===== src/rtl/nw_pkg.sv =====
// Shared Needleman-Wunsch definitions: arrow symbols, nucleotide codes and traceback FSM states.
// Used by the fill engine, the traceback walker and the aligned-output stage.
package nw_pkg;

  localparam logic [2:0] SYM_NONE = 3'b000;
  localparam logic [2:0] SYM_DIAG = 3'b001;
  localparam logic [2:0] SYM_UP   = 3'b010;
  localparam logic [2:0] SYM_LEFT = 3'b100;
  localparam logic [2:0] DASH     = 3'b111;

  localparam logic [2:0] NT_A = 3'b001;
  localparam logic [2:0] NT_C = 3'b010;
  localparam logic [2:0] NT_G = 3'b011;
  localparam logic [2:0] NT_T = 3'b100;

  typedef enum logic [2:0] {
    ST_IDLE,
    ST_READ,
    ST_LATCH,
    ST_EMIT,
    ST_FIN
  } tb_state_t;

endpackage


===== src/rtl/traceback_walker.sv =====
// Walks the direction matrix from (len_a,len_b) to (0,0), one arrow plus characters every 3 cycles.
// No backpressure: downstream stage consumes symbol_out in the single cycle it is nonzero.
module traceback_walker
  import nw_pkg::*;
#(
  parameter int N  = 128,
  parameter int IW = $clog2(N + 1),
  parameter int CW = $clog2(2 * N + 1)
) (
  input  logic          clk,
  input  logic          rst,
  input  logic          start,
  input  logic [IW-1:0] len_a,
  input  logic [IW-1:0] len_b,
  output logic [IW-1:0] dir_i,
  output logic [IW-1:0] dir_j,
  input  logic [2:0]    dir_data,
  output logic [IW-1:0] seqA_addr,
  input  logic [2:0]    seqA_data,
  output logic [IW-1:0] seqB_addr,
  input  logic [2:0]    seqB_data,
  output logic [2:0]    symbol_out,
  output logic [2:0]    SeqA_i_t,
  output logic [2:0]    SeqB_j_t,
  output logic          busy,
  output logic          done,
  output logic          error,
  output logic [CW-1:0] step_count
);

  tb_state_t     state;
  logic [IW-1:0] i, j;
  logic [2:0]    move_sel;
  logic          move_ok;
  logic          dec_i, dec_j;
  logic [IW-1:0] i_nxt, j_nxt;

  // On a matrix edge only one move is geometrically possible, so RAM data is ignored there.
  function automatic logic [2:0] pick_move(input logic [IW-1:0] ci, input logic [IW-1:0] cj,
                                           input logic [2:0] d);
    if (ci == '0) return SYM_LEFT;
    if (cj == '0) return SYM_UP;
    return d;
  endfunction

  assign dir_i     = i;
  assign dir_j     = j;
  assign seqA_addr = (i != '0) ? i - IW'(1) : '0;
  assign seqB_addr = (j != '0) ? j - IW'(1) : '0;

  always_comb begin
    move_sel = pick_move(i, j, dir_data);
    move_ok  = (move_sel == SYM_DIAG) || (move_sel == SYM_UP) || (move_sel == SYM_LEFT);
    dec_i    = (symbol_out == SYM_DIAG) || (symbol_out == SYM_UP);
    dec_j    = (symbol_out == SYM_DIAG) || (symbol_out == SYM_LEFT);
    i_nxt    = (dec_i && i != '0) ? i - IW'(1) : i;
    j_nxt    = (dec_j && j != '0) ? j - IW'(1) : j;
  end

  always_ff @(posedge clk) begin
    if (rst) begin
      state      <= ST_IDLE;
      i          <= '0;
      j          <= '0;
      symbol_out <= SYM_NONE;
      SeqA_i_t   <= '0;
      SeqB_j_t   <= '0;
      busy       <= 1'b0;
      done       <= 1'b0;
      error      <= 1'b0;
      step_count <= '0;
    end else begin
      done <= 1'b0;
      case (state)
        ST_IDLE: begin
          if (start) begin
            i          <= len_a;
            j          <= len_b;
            error      <= 1'b0;
            step_count <= '0;
            if (len_a > IW'(N) || len_b > IW'(N)) begin
              error <= 1'b1;
              done  <= 1'b1;
              state <= ST_FIN;
            end else if (len_a == '0 && len_b == '0) begin
              done  <= 1'b1;
              state <= ST_FIN;
            end else begin
              busy  <= 1'b1;
              state <= ST_READ;
            end
          end
        end
        ST_READ: state <= ST_LATCH;
        ST_LATCH: begin
          if (move_ok) begin
            symbol_out <= move_sel;
            SeqA_i_t   <= (i == '0) ? 3'b000 : seqA_data;
            SeqB_j_t   <= (j == '0) ? 3'b000 : seqB_data;
            state      <= ST_EMIT;
          end else begin
            error <= 1'b1;
            busy  <= 1'b0;
            done  <= 1'b1;
            state <= ST_FIN;
          end
        end
        ST_EMIT: begin
          symbol_out <= SYM_NONE;
          step_count <= step_count + CW'(1);
          i          <= i_nxt;
          j          <= j_nxt;
          if (i_nxt == '0 && j_nxt == '0) begin
            busy  <= 1'b0;
            done  <= 1'b1;
            state <= ST_FIN;
          end else begin
            state <= ST_READ;
          end
        end
        ST_FIN:  state <= ST_IDLE;
        default: state <= ST_IDLE;
      endcase
    end
  end

endmodule


===== config.mk =====
export PLATFORM = sky130hd
export DESIGN_NAME = traceback_walker
export DESIGN_NICKNAME = d
export VERILOG_FILES = /design/src/rtl/nw_pkg.sv /design/src/rtl/traceback_walker.sv
export SDC_FILE = /design/constraint.sdc
export NUM_CORES = 1
export LEC_CHECK = 0
export ABC_CLOCK_PERIOD_IN_PS = 4500
export CORE_MARGIN = 2
export CORE_UTILIZATION = 53
export CTS_BUF_LIST = sky130_fd_sc_hd__clkbuf_2 sky130_fd_sc_hd__clkbuf_4 sky130_fd_sc_hd__clkbuf_8
export DETAILED_ROUTE_END_ITERATION = 7
export PLACE_DENSITY_LB_ADDON = 0.08
export SKIP_LAST_GASP = 1
export SLEW_MARGIN = 40
export SYNTH_ARGS = -nofsm -noshare
export SYNTH_HDL_FRONTEND = slang
export SYNTH_SLANG_ARGS = --single-unit

===== constraint.sdc =====
create_clock -name clk -period 4.5 [get_ports clk]
set_input_delay 0.45 -clock clk [delete_from_list [all_inputs] [get_ports clk]]
set_output_delay 0.45 -clock clk [all_outputs]
set_load 0.01 [all_outputs]

==> flow_summary.ini <==
[synth]
yosysSeqAreaShare_pct = 30.0
yosys.area.top_type = dfxtp_1
synthArstFlopShare_pct = 0
synth-edff-count = 0
yosysMostFrequentCell = nor2_1
synth_area_per_cell_um2 = 7.74
synth_common_cells = nor2_1, a21oi_1, dfxtp_1, nand2_1, clkbuf_1
syn_nets = 376
yosys_warnings = 0
synthDistinctLibCells = 63
synth.area.top_cells = dfxtp_1, a21oi_1, nor2_1
synthCells = 345
ys.flop_type = dfxtp_1
synth_top_area_share_pct = 30.0
synth_seq_cells = 40
synth_area_mm2 = 0.00267

[routing]
post-route-drc-count = 0
viasPerCell = 6.12
drt_iter0_markers = 278
vias = 2919
routed_wirelength_mm = 7.76
wl_per_cell_um = 16.3
dr.pass1.iters = 5
final_antenna_net_count = 0

[die]
rows = 25
die_w_um = 75.0
fp.coreArea_mm2 = 0.00479
fp.dieArea_mm2 = 0.00562
io_pins = 81
die_y_um = 75.0
initial_core_util_pct = 55.8

[power]
seqPwrFrac_pct = 37.0
powerDensity_mw_per_mm2 = 309
clkPwrFrac_pct = 27.2
irDropWorstVdd_v = 0.000217
internal_power_mw = 0.737
p_comb_share_pct = 35.8
totalPowerFinal_mw = 1.10
p_switching_mw = 0.364
swShare_pct = 33.1
cellLeakagePower_nw = 1.26

[timing]
finalSetupViolCount = 0
hold_violations = 0
max_clock_freq_mhz = 319
grt_setup_unrepaired = no
timing.hold.ws_ns = 0.450
finalCriticalPeriod_ns = 3.13
worst_slew_pin_slew_ns = 0.826
final.setup.tns_ns = 0
worst_clock_skew_ns = 0.00720
timing.final.crit_share_pct = 69.6
fin_ws_ns = 1.37
drv_slew = 0
slew_headroom_pct = 44.8

[cts]
path_clk_slew_ns = 0.08
clk-insertion-delay-late_ns = 0.30
cts_resized = 0
htreeDepth = 2
clockBufferDepth = 2
cts_buffers = 5
postCtsSetupRepairBufs = 0
cts_sinks = 40
cts_hold_buf = 0
cts-root-buf = clkbuf_8
cts_tree = built

[final_layout]
antenna_cells = 0
area_growth_syn_to_layout_pct = 33.4
fin_nets = 440
drive_gt1_share_pct = 7.32

[hold_path]
hp-start = SeqB_j_t[0]
hold_depth = 2
min_path_type = reg2reg

[worst_setup_path]
worst-setup-path-type = reg2out
required_ns = 4.05
r2r_start = dir_j[0]
cp-startpoint = dir_i[0]
r2r_cells = 8
worst-endpoint-arrival_ns = 2.68
start_kind = register
path_max_fanout = 9
endpoint_kind = output port

[global_routing]
grt_max_degree = 41
grt_pass1_wl_mm = 12.2
grt_pass1_vias = 2587
overflow = 0
grt_usage_pct = 28.4
antenna_found_initial = 0

[placement]
gp_congestion = 0.877
dpl_worst_slack_ns = 1.72
hpwl_mm = 5.50
portBuffers = 80

[status]
outcome = finished, final reports clean

[flow_run]
maxCapViolations = 0
worst max-delay path, stage by stage, from the launching register on:
cell,delay [ns]
dfxtp_1,0.39
inv_1,0.09
ha_1,0.27
or3b_4,0.45
or3_1,0.36
mux2_1,0.33
clkdlybuf4s50_1,0.50
cell type report:
type                       count  area [um2]
tap                           67        83.8
timing repair buffer          81         803
clock inverter                 3        42.5
sequential                    40         801
clock buffer                   5        68.8
inverter                       5        18.8
multi-input combinational    276        1740
fill                         384        1220
sequential cells by signal (all words and copies together) (netlist names):
name,flops
busy,1
step_count,9
SeqB_j_t,3
done,1
symbol_out,3
state,3
error,1
dir_i,8
dir_j,8
SeqA_i_t,3
per-stage QoR:
step | cells | util (%) | area [um2]
2_1_floorplan | 345 | - | 2670
3_3_place_gp | 469 | 71.9 | 3440
3_5_place_dp | 469 | 72.1 | 3450
4_1_cts | 477 | 74.4 | 3560
5_1_grt | 477 | 74.4 | 3560
6_report | 477 | 74.4 | 3560
logic make-up after synthesis:
kind of cell	Yosys count	synth area share, %
simple gates	162	34.5
compound gates	96	23.0
flops	40	30.0
buf+inv	29	5.20
mux	8	3.33
xor+xnor	7	2.58
fa+ha+maj	3	1.41
worst paths after layout:
kind,slack (ns),to
worst max register to register,1.81,state[0]
worst min-delay path,0.45,SeqB_j_t[0]
worst min register to register,0.45,SeqB_j_t[0]
worst max-delay path,1.37,seqA_addr[6]
power by group through the flow:
stage | registers, mW | clock network [mW] | logic [mW]
CTS | 0.407 | 0.301 | 0.393
detailed placement | 0.415 | 0 | 0.390
global placement | 0.414 | 0 | 0.386
finish | 0.407 | 0.299 | 0.395
global route | 0.411 | 0.318 | 0.427
floorplan | 0.405 | 0 | 0.230
routing by layer:
layer | vias up | track usage (%) | share of wire [%]
li1 | 1408 | - | -
met1 | 1354 | 37.0 | 42
met2 | 140 | 44.7 | 46
met3 | 17 | 7.10 | 9.0
met4 | 0 | 11.9 | 2.6
met5 | - | 0 | 0
cell usage in the layout, fill, tap and decap left out, types with 4 or more instances in the layout:
cell type,synthesis,layout
clkbuf_8,0,5
o21ai_1,4,4
o211ai_1,5,5
dfxtp_1,40,40
nor3_1,12,12
and2_1,5,5
and3_1,5,5
a21oi_1,40,40
nor2_1,41,40
clkdlybuf4s50_1,0,79
nand2_1,27,27
nor2b_1,6,6
xnor2_1,5,5
mux2_1,4,4
inv_1,5,5
nor4_1,11,11
nand3_1,14,14
or3_1,13,13
a221oi_1,6,6
o21ai_0,11,11
a22oi_1,4,4
No activity file was read; power rests on OpenSTA's default activity.
